**src/rtl/servo_pkg.sv**
```systemverilog
// Shared constants and types for the SPI servo command decoder.
package servo_pkg;

  localparam int          NUM_CHANNELS_DEF = 12;
  localparam int          IDX_W_DEF        = 4;
  localparam logic [15:0] PULSE_MIN_DEF    = 16'd500;
  localparam logic [15:0] PULSE_MAX_DEF    = 16'd2500;
  localparam int          CMD_BYTES        = 3;

  typedef enum logic [1:0] {
    ST_IDLE = 2'd0,
    ST_IDX  = 2'd1,
    ST_HI   = 2'd2,
    ST_LO   = 2'd3
  } state_t;

  function automatic logic [15:0] clamp_pulse(input logic [15:0] raw,
                                              input logic [15:0] lo,
                                              input logic [15:0] hi);
    logic [15:0] r;
    r = raw;
    if (r < lo) r = lo;
    if (r > hi) r = hi;
    return r;
  endfunction

endpackage

```
**src/rtl/spi_sync_edge.sv**
```systemverilog
// Three-flop synchronizer for one asynchronous SPI pin. Exposes the level
// after two stages and a falling-edge pulse from stages two/three, so every
// SPI pin sees identical delay and their relative ordering is preserved.
module spi_sync_edge #(
  parameter logic RESET_VAL = 1'b1
) (
  input  logic clk,
  input  logic reset_n,
  input  logic async_in,
  output logic level,
  output logic fall
);

  logic s1, s2, s3;

  // Synchronizer chain, preset to the pin's idle level on reset.
  always_ff @(posedge clk) begin
    if (!reset_n) begin
      s1 <= RESET_VAL;
      s2 <= RESET_VAL;
      s3 <= RESET_VAL;
    end else begin
      s1 <= async_in;
      s2 <= s1;
      s3 <= s2;
    end
  end

  assign level = s2;
  assign fall  = s3 & ~s2;

endmodule

```
**src/rtl/spi_servo_cmd_decoder.sv**
```systemverilog
// SPI (CPOL=1, CPHA=0) receive-only servo command decoder, oversampled in the
// i_clock domain. Frames {index, pulse_hi, pulse_lo} and emits a one-cycle
// write strobe to the pulse register bank.
// Optional feature macro: SERVO_PULSE_CLAMP_EN clamps the pulse width to
// [PULSE_MIN, PULSE_MAX]; otherwise the raw 16-bit value is passed through.
//
// state   | meaning
// --------+-----------------------------------------------
// ST_IDLE | SS high (or not yet re-armed after reset)
// ST_IDX  | receiving channel index byte
// ST_HI   | receiving pulse width high byte
// ST_LO   | receiving pulse width low byte, commit on completion
module spi_servo_cmd_decoder
  import servo_pkg::*;
#(
  parameter int NUM_CHANNELS = NUM_CHANNELS_DEF,
  parameter int IDX_W        = IDX_W_DEF
`ifdef SERVO_PULSE_CLAMP_EN
  ,
  parameter logic [15:0] PULSE_MIN = PULSE_MIN_DEF,
  parameter logic [15:0] PULSE_MAX = PULSE_MAX_DEF
`endif
) (
  input  logic             i_clock,
  input  logic             i_reset_n,
  input  logic             i_spi_clock,
  input  logic             i_mosi,
  input  logic             i_select,
  output logic             o_wr_valid,
  output logic [IDX_W-1:0] o_wr_index,
  output logic [15:0]      o_wr_pulse,
  output logic             o_err_index,
  output logic [15:0]      o_cmd_count,
  output logic [7:0]       o_err_count
);

  logic sclk_fall, sclk_level;
  logic ss_level, ss_fall;
  logic mosi_level, mosi_fall;
  logic unused_sync;

  spi_sync_edge #(.RESET_VAL(1'b1)) u_sync_sclk (
    .clk      (i_clock),
    .reset_n  (i_reset_n),
    .async_in (i_spi_clock),
    .level    (sclk_level),
    .fall     (sclk_fall)
  );

  spi_sync_edge #(.RESET_VAL(1'b1)) u_sync_ss (
    .clk      (i_clock),
    .reset_n  (i_reset_n),
    .async_in (i_select),
    .level    (ss_level),
    .fall     (ss_fall)
  );

  spi_sync_edge #(.RESET_VAL(1'b0)) u_sync_mosi (
    .clk      (i_clock),
    .reset_n  (i_reset_n),
    .async_in (i_mosi),
    .level    (mosi_level),
    .fall     (mosi_fall)
  );

  assign unused_sync = ^{sclk_level, ss_fall, mosi_fall};

  state_t      state, next_state;
  logic [2:0]  bit_cnt;
  logic [7:0]  shift_byte;
  logic [7:0]  byte_val;
  logic [7:0]  idx_byte;
  logic [7:0]  hi_byte;
  logic [1:0]  settle_cnt;
  logic        settled;
  logic        armed;
  logic        sample;
  logic        abort;
  logic        byte_done;
  logic        commit;
  logic        idx_ok;
  logic [15:0] pulse_raw;
  logic [15:0] pulse_out;

  // The synchronizer presets look like "SS high" right after reset; wait
  // until the chain holds real pin values before trusting SS to arm a frame.
  assign settled = (settle_cnt == 2'd3);

  // Next-state and per-cycle control: abort on SS high beats sampling.
  always_comb begin
    next_state = state;
    sample     = 1'b0;
    abort      = 1'b0;
    unique case (state)
      ST_IDLE: begin
        if (!ss_level && armed) next_state = ST_IDX;
      end
      default: begin
        if (ss_level) begin
          abort      = 1'b1;
          next_state = ST_IDLE;
        end else if (sclk_fall) begin
          sample = 1'b1;
          if (bit_cnt == 3'd7) begin
            unique case (state)
              ST_IDX:  next_state = ST_HI;
              ST_HI:   next_state = ST_LO;
              default: next_state = ST_IDX;
            endcase
          end
        end
      end
    endcase
  end

  // Current byte with the incoming bit merged in at its LSB-first position.
  always_comb begin
    byte_val          = shift_byte;
    byte_val[bit_cnt] = mosi_level;
  end

  assign byte_done = sample && (bit_cnt == 3'd7);
  assign commit    = byte_done && (state == ST_LO);
  assign idx_ok    = (32'(idx_byte) < NUM_CHANNELS);
  assign pulse_raw = {hi_byte, byte_val};

`ifdef SERVO_PULSE_CLAMP_EN
  assign pulse_out = clamp_pulse(pulse_raw, PULSE_MIN, PULSE_MAX);
`else
  assign pulse_out = pulse_raw;
`endif

  // State register.
  always_ff @(posedge i_clock) begin
    if (!i_reset_n) state <= ST_IDLE;
    else            state <= next_state;
  end

  // Bit assembly, byte capture, commit strobes and counters.
  always_ff @(posedge i_clock) begin
    if (!i_reset_n) begin
      bit_cnt     <= 3'd0;
      shift_byte  <= 8'd0;
      idx_byte    <= 8'd0;
      hi_byte     <= 8'd0;
      settle_cnt  <= 2'd0;
      armed       <= 1'b0;
      o_wr_valid  <= 1'b0;
      o_wr_index  <= '0;
      o_wr_pulse  <= 16'd0;
      o_err_index <= 1'b0;
      o_cmd_count <= 16'd0;
      o_err_count <= 8'd0;
    end else begin
      o_wr_valid  <= 1'b0;
      o_err_index <= 1'b0;

      if (!settled) settle_cnt <= settle_cnt + 2'd1;
      if (settled && ss_level) armed <= 1'b1;

      if (abort || state == ST_IDLE) begin
        bit_cnt <= 3'd0;
      end else if (sample) begin
        bit_cnt    <= bit_cnt + 3'd1;
        shift_byte <= byte_val;
      end

      if (byte_done) begin
        if (state == ST_IDX) idx_byte <= byte_val;
        if (state == ST_HI)  hi_byte  <= byte_val;
      end

      if (commit) begin
        if (idx_ok) begin
          o_wr_valid  <= 1'b1;
          o_wr_index  <= idx_byte[IDX_W-1:0];
          o_wr_pulse  <= pulse_out;
          o_cmd_count <= o_cmd_count + 16'd1;
        end else begin
          o_err_index <= 1'b1;
          if (o_err_count != 8'hFF) o_err_count <= o_err_count + 8'd1;
        end
      end
    end
  end

endmodule

```
**config.mk**
```make
export PLATFORM = sky130hd
export DESIGN_NAME = spi_servo_cmd_decoder
export DESIGN_NICKNAME = d
export VERILOG_FILES = /design/src/rtl/servo_pkg.sv /design/src/rtl/spi_sync_edge.sv /design/src/rtl/spi_servo_cmd_decoder.sv
export SDC_FILE = /design/constraint.sdc
export NUM_CORES = 1
export LEC_CHECK = 0
export CAP_MARGIN = 5
export CORE_MARGIN = 10
export CORE_UTILIZATION = 33
export DETAILED_ROUTE_END_ITERATION = 12
export GPL_TIMING_DRIVEN = 0
export PLACE_DENSITY = 0.55
export SLEW_MARGIN = 20
export SYNTH_ARGS = -nofsm -noshare
export SYNTH_HDL_FRONTEND = slang
export SYNTH_SLANG_ARGS = --single-unit
```
**constraint.sdc**
```tcl
create_clock -name i_clock -period 2.49 [get_ports i_clock]
set_input_delay 0.3735 -clock i_clock [delete_from_list [all_inputs] [get_ports i_clock]]
set_output_delay 0.3735 -clock i_clock [all_outputs]
set_load 0.03 [all_outputs]
```
; ---- After elaboration in Yosys (flattened, before gate mapping)
; Index checks and enable logic that the tools add are counted.
[word_totals]
reg_bits = 85
input_bits = 5
elab_cells = 73
[op_classes]
add_sub_neg = 4
magnitude_cmp = 3
eq_ne = 7
mux = 16
bitwise = 5
n_reduce_logical = 18
[ops]
columns = op, n
row1 = adder 16 x 1 -> 16 bit (second input constant), 1
row2 = 2-to-1 mux 2 bit, 5
row3 = AND reduction 2 bit, 5
row4 = adder 8 x 1 -> 8 bit (second input constant), 1
row5 = bitwise mux 8 bit, 1
row6 = less-than comparator 8 x 4 -> 1 bit (second input constant), 1
row7 = 2-to-1 mux 1 bit, 8
row8 = != test 8 bit (second input constant), 1
row9 = == test 2 bit (second input constant), 3
row10 = AND reduction 3 bit, 2
row11 = nonzero test 3 bit, 2
row12 = logical AND 1 bit, 5
row13 = less-than comparator 3 x 4 -> 1 bit (second input constant), 1
row14 = inverter 1 bit, 4
row15 = case mux 2 bit (2 select lines), 1
row16 = adder 3 x 1 -> 3 bit (second input constant), 1
row17 = demux 1 bit (select 3 bit), 1
row18 = == test 3 bit (second input constant), 1
row19 = >= comparator 3 x 1 -> 1 bit (second input constant), 1
row20 = adder 2 x 1 -> 2 bit (second input constant), 1
row21 = == test 2 x 1 -> 1 bit (second input constant), 1
row22 = zero test 2 bit, 1
row23 = != test 2 bit (second input constant), 1
row24 = OR reduction 2 bit, 1
row25 = 3 further kinds, 3

; ---- Logic depth before layout (Yosys ltp)
[logic_depth]
word_depth = 8
ltp_mapped = 9
depth_no_buf = 6

; ---- By module
; From an unflattened synthesis, not the netlist that was laid out.
[unflattened]
hier_cells = 398
hier_area_um2 = 3573.4
[modules_own_cells]
columns = module, instances, cells_each, area_each_um2
row1 = spi_servo_cmd_decoder, 1, 377, 3314.4
row2 = spi_sync_edge (u_sync_sclk ...), 2, 7, 85.1
row3 = spi_sync_edge (u_sync_mosi), 1, 7, 88.8

; ---- Worst setup path after synthesis
; Ideal clock, no wire load.
[synth_path]
kind = register -> register
startpoint = reg state[0]
endpoint = reg o_cmd_count[13]
setup_time_ns = 0.132
arrival_time_ns = 1.924
required_ns = 2.358
slack_ns = 0.434
path_stages_with_launch = 10
path_buffers = 3
period_less_slack_ns = 2.056
path_cell_list = dfxtp_1 -> inv_1 -> ha_1 -> nor4b_4 -> buf_6 -> nand4_4 -> buf_4 -> buf_2 -> o31ai_1 -> a21oi_1
[synth_via]
elab_chain_cells = 5
elab_cells_between_ends = 6
cone_classes = 1 x eq/ne / 1 x mux / 4 x reduce/logical
[synth_rtl]
columns = element, line
row1 = "start, declared", spi_servo_cmd_decoder.sv:68  ; state_t state, next_state;
row2 = "start signal, assigned", spi_servo_cmd_decoder.sv:136  ; else state <= next_state;
row3 = zero test 2 bit, spi_servo_cmd_decoder.sv:94  ; unique case (state)
row4 = 2-to-1 mux 1 bit, spi_servo_cmd_decoder.sv:94
row5 = logical AND 1 bit, spi_servo_cmd_decoder.sv:122  ; assign byte_done = sample && (bit_cnt == 3'd7);
row6 = logical AND 1 bit (*), spi_servo_cmd_decoder.sv:123  ; assign commit = byte_done && (state == ST_LO);
row7 = AND reduction 2 bit (no line) (*), -
row8 = "end signal, assigned", spi_servo_cmd_decoder.sv:178  ; o_cmd_count <= o_cmd_count + 16'd1;
row9 = "end, declared", spi_servo_cmd_decoder.sv:33  ; output logic [15:0] o_cmd_count,
; Every way passes the cells marked *; elsewhere a longest branch is shown, timed or not.
; A chain may end at the register's enable or synchronous reset.

; ---- Worst setup path after layout
; Ends and elaborated chain as after synthesis.

==> results.md <==
| Stage | Quantity | Reported |
| --- | --- | --- |
| run status | Result of the run | finished clean |
| clocking | Post-CTS setup buffer count | 0 |
| die | Number of ports placed on the die boundary | 51 |
| critical path | Critical path required time | 2.70 ns |
| critical path | Maximum fanout along the worst path | 10 |
| synthesis | Post-Syn Instances | 391 |
| die | Core Rows | 37 |
| global route | Global-route wire length before repair | 14190 um |
| power and ir drop | Internal power contribution | 1.878 mW |
| critical path | Cell seen most often among critical-path stages | sky130_fd_sc_hd__buf_6 |
| routing | Via-to-Cell Ratio | 5.098 |
| critical path | Critical setup path kind | flop to flop |
| critical path | Type of destination of the critical path | flop |
| routing | Drt first pass iters | 4 |
| global route | Vias in the first global route | 2917 |
| sta | Time the worst path needs with I/O delays and setup | 2.306 ns |
| synthesis | Synth Net Count | 405 |
| clocking | Buffer depth of the longest clock path | 2 |
| power and ir drop | Switch Pwr | 568.3 uW |
| sta | RSZ-0062 raised after global routing | false |
| routing | DRT iter0 DRCs | 171 |
| finish | Number of non-filler instances in the completed layout | 593 |
| power and ir drop | Switching Share | 0.2323 |
| synthesis | Sequential cell area fraction in the yosys report | 0.4755 |
| sta | Post-route clock skew | 0.008552 ns |
| finish | Final design instance area without fill | 0.004458 mm2 |
| critical path | Crit path cell chain | inv_1 > ha_1 > nor4b_4 > buf_6 > nand4_4 > buf_6 > buf_2 > o31ai_1 > a21oi_1 |
| die | Total Die Area | 0.01541 mm2 |
| power and ir drop | Pwr/cell area | 548.7 mW/mm2 |
| critical path | Largest delay contributor family on the critical path | buffers and inverters |
| flow run | # Max-Cap Violations | 0 |
| sta | F_max | 433.7 MHz |
| finish | Core utilization of the finished layout | 0.4261 |
| place | DPL Wire Length | 6430 um |
| clocking | Clock Tree Root | sky130_fd_sc_hd__clkbuf_8 |
| place | Instance area at placement | 0.004249 mm2 |
| clocking | Clock sinks | 85 |
| global route | Gr ovfl total | 0 |
| finish | Fin nets | 466 |
| finish | Share of final-layout standard cells stronger than drive strength 1 | 0.08972 |
| die | Initial Util | 0.3420 |
| critical path | Startpoint kind of the worst setup timing path | flop |
| clocking | Worst-path clk slew | 0.09 ns |
| synthesis | Async set-reset flop share out of synthesis | 0 |
| sta | Final number of max-transition violations | 0 |
| finish | Area growth, synth to finish | 24.58% |
| routing | Total Routed Length | 8568 um |
| power and ir drop | Leak Pwr | 1.429 nW |
| place | Placer congestion estimate | 0.8273 |
| finish | Number of fill cells | 1098 |
| die | Chip width | 124.1 um |
| routing | Average wire per standard cell | 14.45 um |
| global route | GRT Total Usage | 0.1130 |
| sta | Tightest Pin Transition | 0.6305 ns |
| synthesis | Average instance area after synthesis | 9.152 um2 |
| place | Port Buffer Count | 50 |
| sta | Final cycle utilization of the critical path | 0.9261 |
| synthesis | Count of state elements after synthesis | 85 |
| critical path | Largest stage delay on the critical path | 0.38 ns |
| routing | Via count | 3023 |
| synthesis | Number of enable flip-flop cells after synthesis | 0 |
| global route | Number of antenna violations at the first check in global routing | 0 |
| synthesis | Post-Syn Area | 0.003578 mm2 |
| global route | Maximum number of pins on one net before global-route repair | 16 |
| critical path | CP max-delay cell | sky130_fd_sc_hd__dfxtp_2 |
| power and ir drop | Register share of total power | 0.567 |
| clocking | Clock Latency Late Sink | 0.35 ns |
| sta | Final hold vios | 0 |
| die | Die H | 124.1 um |
| synthesis | Yosys warns | 0 |
| sta | Number of failing setup endpoints in the final timing report | 0 |
| critical path | Data arrival at the endpoint of the critical path | 2.52 ns |
| die | Std-Cell Core Area | 0.01046 mm2 |
| synthesis | Main flop type after synthesis | sky130_fd_sc_hd__dfxtp_1 |
| clocking | Clock buffer count from CTS | 9 |
| clocking | CTS tree | done |
| power and ir drop | Clock network fraction of total power | 0.397 |
| worst hold path | Min-Delay Path Class | flop to flop |
| place | Placed Cells | 577 |
| clocking | Maximum level of the CTS H-tree | 3 |
| routing | Post-route antenna net violation count | 0 |
| critical path | Number of buffer and inverter instances along the worst setup path | 4 |
| sta | Worst hold slack after final layout | 0.4230 ns |
| sta | Fin Setup TNS | 0 ns |
| sta | Slew margin rel. | 0.5797 |
| power and ir drop | Proportion of power drawn by combinational gates | 0.036 |
| synthesis | Yosys cell types | 40 |
| routing | DRC viols | 0 |
| finish | Antenna diode count | 0 |
| power and ir drop | VDD IR max | 0.2882 mV |
==> final timing paths <==
| kind | start | endpoint | slack, ns | cells after the start |
|---|---|---|---|---|
| min reg2reg | u_sync_sclk.s1 | u_sync_sclk.level | 0.42 | 1 |
| max reg2reg | state[0] | o_cmd_count[13] | 0.18 | 9 |
| max | state[0] | o_cmd_count[13] | 0.18 | 9 |
| min | u_sync_sclk.s1 | u_sync_sclk.level | 0.42 | 1 |
==> cell families after synthesis <==
logic type | share of synthesized area
simple gates | 0.2294
compound gates | 0.1727
flops | 0.4755
buf+inv | 0.04160
mux | 0.04196
fa+ha+maj | 0.03147
xor+xnor | 0.007344
==> power by group through the flow <==
stage               combinational [mW]  sequential [mW]  clock, mW
floorplan                       0.0633             1.42          0
global placement                0.0888             1.42          0
detailed placement              0.0901             1.42          0
CTS                             0.0904             1.39       1.01
global route                     0.102             1.39       1.06
finish                          0.0881             1.39      0.970
==> cell usage in the layout (no fill, tap or decap), types with 3 or more instances in the layout <==
master	count
sky130_fd_sc_hd__dfxtp_1	83
sky130_fd_sc_hd__clkdlybuf4s50_1	50
sky130_fd_sc_hd__nor2_1	46
sky130_fd_sc_hd__nand2_1	43
sky130_fd_sc_hd__a21oi_1	32
sky130_fd_sc_hd__a211oi_1	25
sky130_fd_sc_hd__clkbuf_1	17
sky130_fd_sc_hd__mux2i_1	15
sky130_fd_sc_hd__or4_1	11
sky130_fd_sc_hd__o31ai_1	11
sky130_fd_sc_hd__nand3_1	9
sky130_fd_sc_hd__nand2b_1	9
sky130_fd_sc_hd__ha_1	9
sky130_fd_sc_hd__clkbuf_8	9
sky130_fd_sc_hd__a211oi_2	8
sky130_fd_sc_hd__or3_1	7
sky130_fd_sc_hd__inv_1	6
sky130_fd_sc_hd__o21ai_0	6
sky130_fd_sc_hd__and2_1	5
sky130_fd_sc_hd__buf_2	5
sky130_fd_sc_hd__and3_1	4
sky130_fd_sc_hd__nand4_1	4
sky130_fd_sc_hd__nand3b_1	4
sky130_fd_sc_hd__nor3_1	3
==> repair_timing <==
action / CTS / global route
resized for setup: 0 / 4
setup endpoints to repair: 0 / 6
hold buffers: 0 / 0
==> synth_stat cells, types with 2 or more instances <==
cell type                   n  area, um2
sky130_fd_sc_hd__buf_4      3      22.52
sky130_fd_sc_hd__nor3b_1    2      15.01
sky130_fd_sc_hd__o31ai_1   12      90.09
sky130_fd_sc_hd__xnor2_1    2      17.52
sky130_fd_sc_hd__o21ai_0    6      30.03
sky130_fd_sc_hd__nand2_1   43      161.4
sky130_fd_sc_hd__and2_1     5      31.28
sky130_fd_sc_hd__a211oi_1  25      187.7
sky130_fd_sc_hd__o311ai_0   2      17.52
sky130_fd_sc_hd__nand3_1    9      45.04
sky130_fd_sc_hd__mux2i_1   15      150.1
sky130_fd_sc_hd__a211oi_2   8      100.1
sky130_fd_sc_hd__inv_1      6      22.52
sky130_fd_sc_hd__clkbuf_1  17      63.81
sky130_fd_sc_hd__nor4_1     2      12.51
sky130_fd_sc_hd__nand3b_1   4      30.03
sky130_fd_sc_hd__o41ai_1    2      17.52
sky130_fd_sc_hd__or3_1      7      43.79
sky130_fd_sc_hd__nand4_1    4      25.02
sky130_fd_sc_hd__buf_2      5      25.02
sky130_fd_sc_hd__nor4_2     2      25.02
sky130_fd_sc_hd__and3_1     4      25.02
sky130_fd_sc_hd__ha_1       9      112.6
sky130_fd_sc_hd__a21oi_1   32      160.2
sky130_fd_sc_hd__nor2_1    46      172.7
sky130_fd_sc_hd__nor3_1     3      15.01
sky130_fd_sc_hd__dfxtp_1   85       1702
sky130_fd_sc_hd__or4_1     11      82.58
sky130_fd_sc_hd__nand2b_1   9      56.30
==> routing by layer <==
| metal | routed length, um | vias up | global-route usage |
|---|---|---|---|
| met5 | 0 | - | 0 |
| met4 | 92 | 0 | 0.03094 |
| met3 | 611 | 10 | 0.03710 |
| met2 | 3894 | 61 | 0.1818 |
| met1 | 3969 | 1414 | 0.1419 |
| li1 | - | 1538 | - |
==> layout make-up <==
class	instances	area (um2)	share of cell area
multi-input combinational	273	1733	0.3887
sequential	85	1704	0.3823
timing repair buffer	50	500.5	0.1123
tap	136	170.2	0.03817
buffer	26	126.4	0.02835
clock buffer	9	123.9	0.02779
clock inverter	7	73.82	0.01656
inverter	7	26.28	0.005894
==> registers in the layout, summed over array words and instances (netlist names) <==
| register | count |
|---|---|
| armed | 1 |
| bit_cnt | 3 |
| hi_byte | 8 |
| idx_byte | 8 |
| o_cmd_count | 16 |
| o_err_count | 8 |
| o_err_index | 1 |
| o_wr_index | 4 |
| o_wr_pulse | 16 |
| o_wr_valid | 1 |
| settle_cnt | 2 |
| shift_byte | 8 |
| state | 2 |
| u_sync_mosi.level | 1 |
| u_sync_mosi.s1 | 1 |
| u_sync_sclk.level | 1 |
| u_sync_sclk.s1 | 1 |
| u_sync_sclk.s3 | 1 |
| u_sync_ss.level | 1 |
| u_sync_ss.s1 | 1 |
==> through the flow <==
stage | total power [mW] | setup WS (ns)
after CTS | 2.483 | 0.07206
after detailed placement | 1.509 | 0.09762
after global routing | 2.551 | 0.008461
after global placement | 1.507 | 0.1149
after floorplan | 1.479 | 0.4340
final | 2.446 | 0.1841
Power figures use the tool's default switching activity.
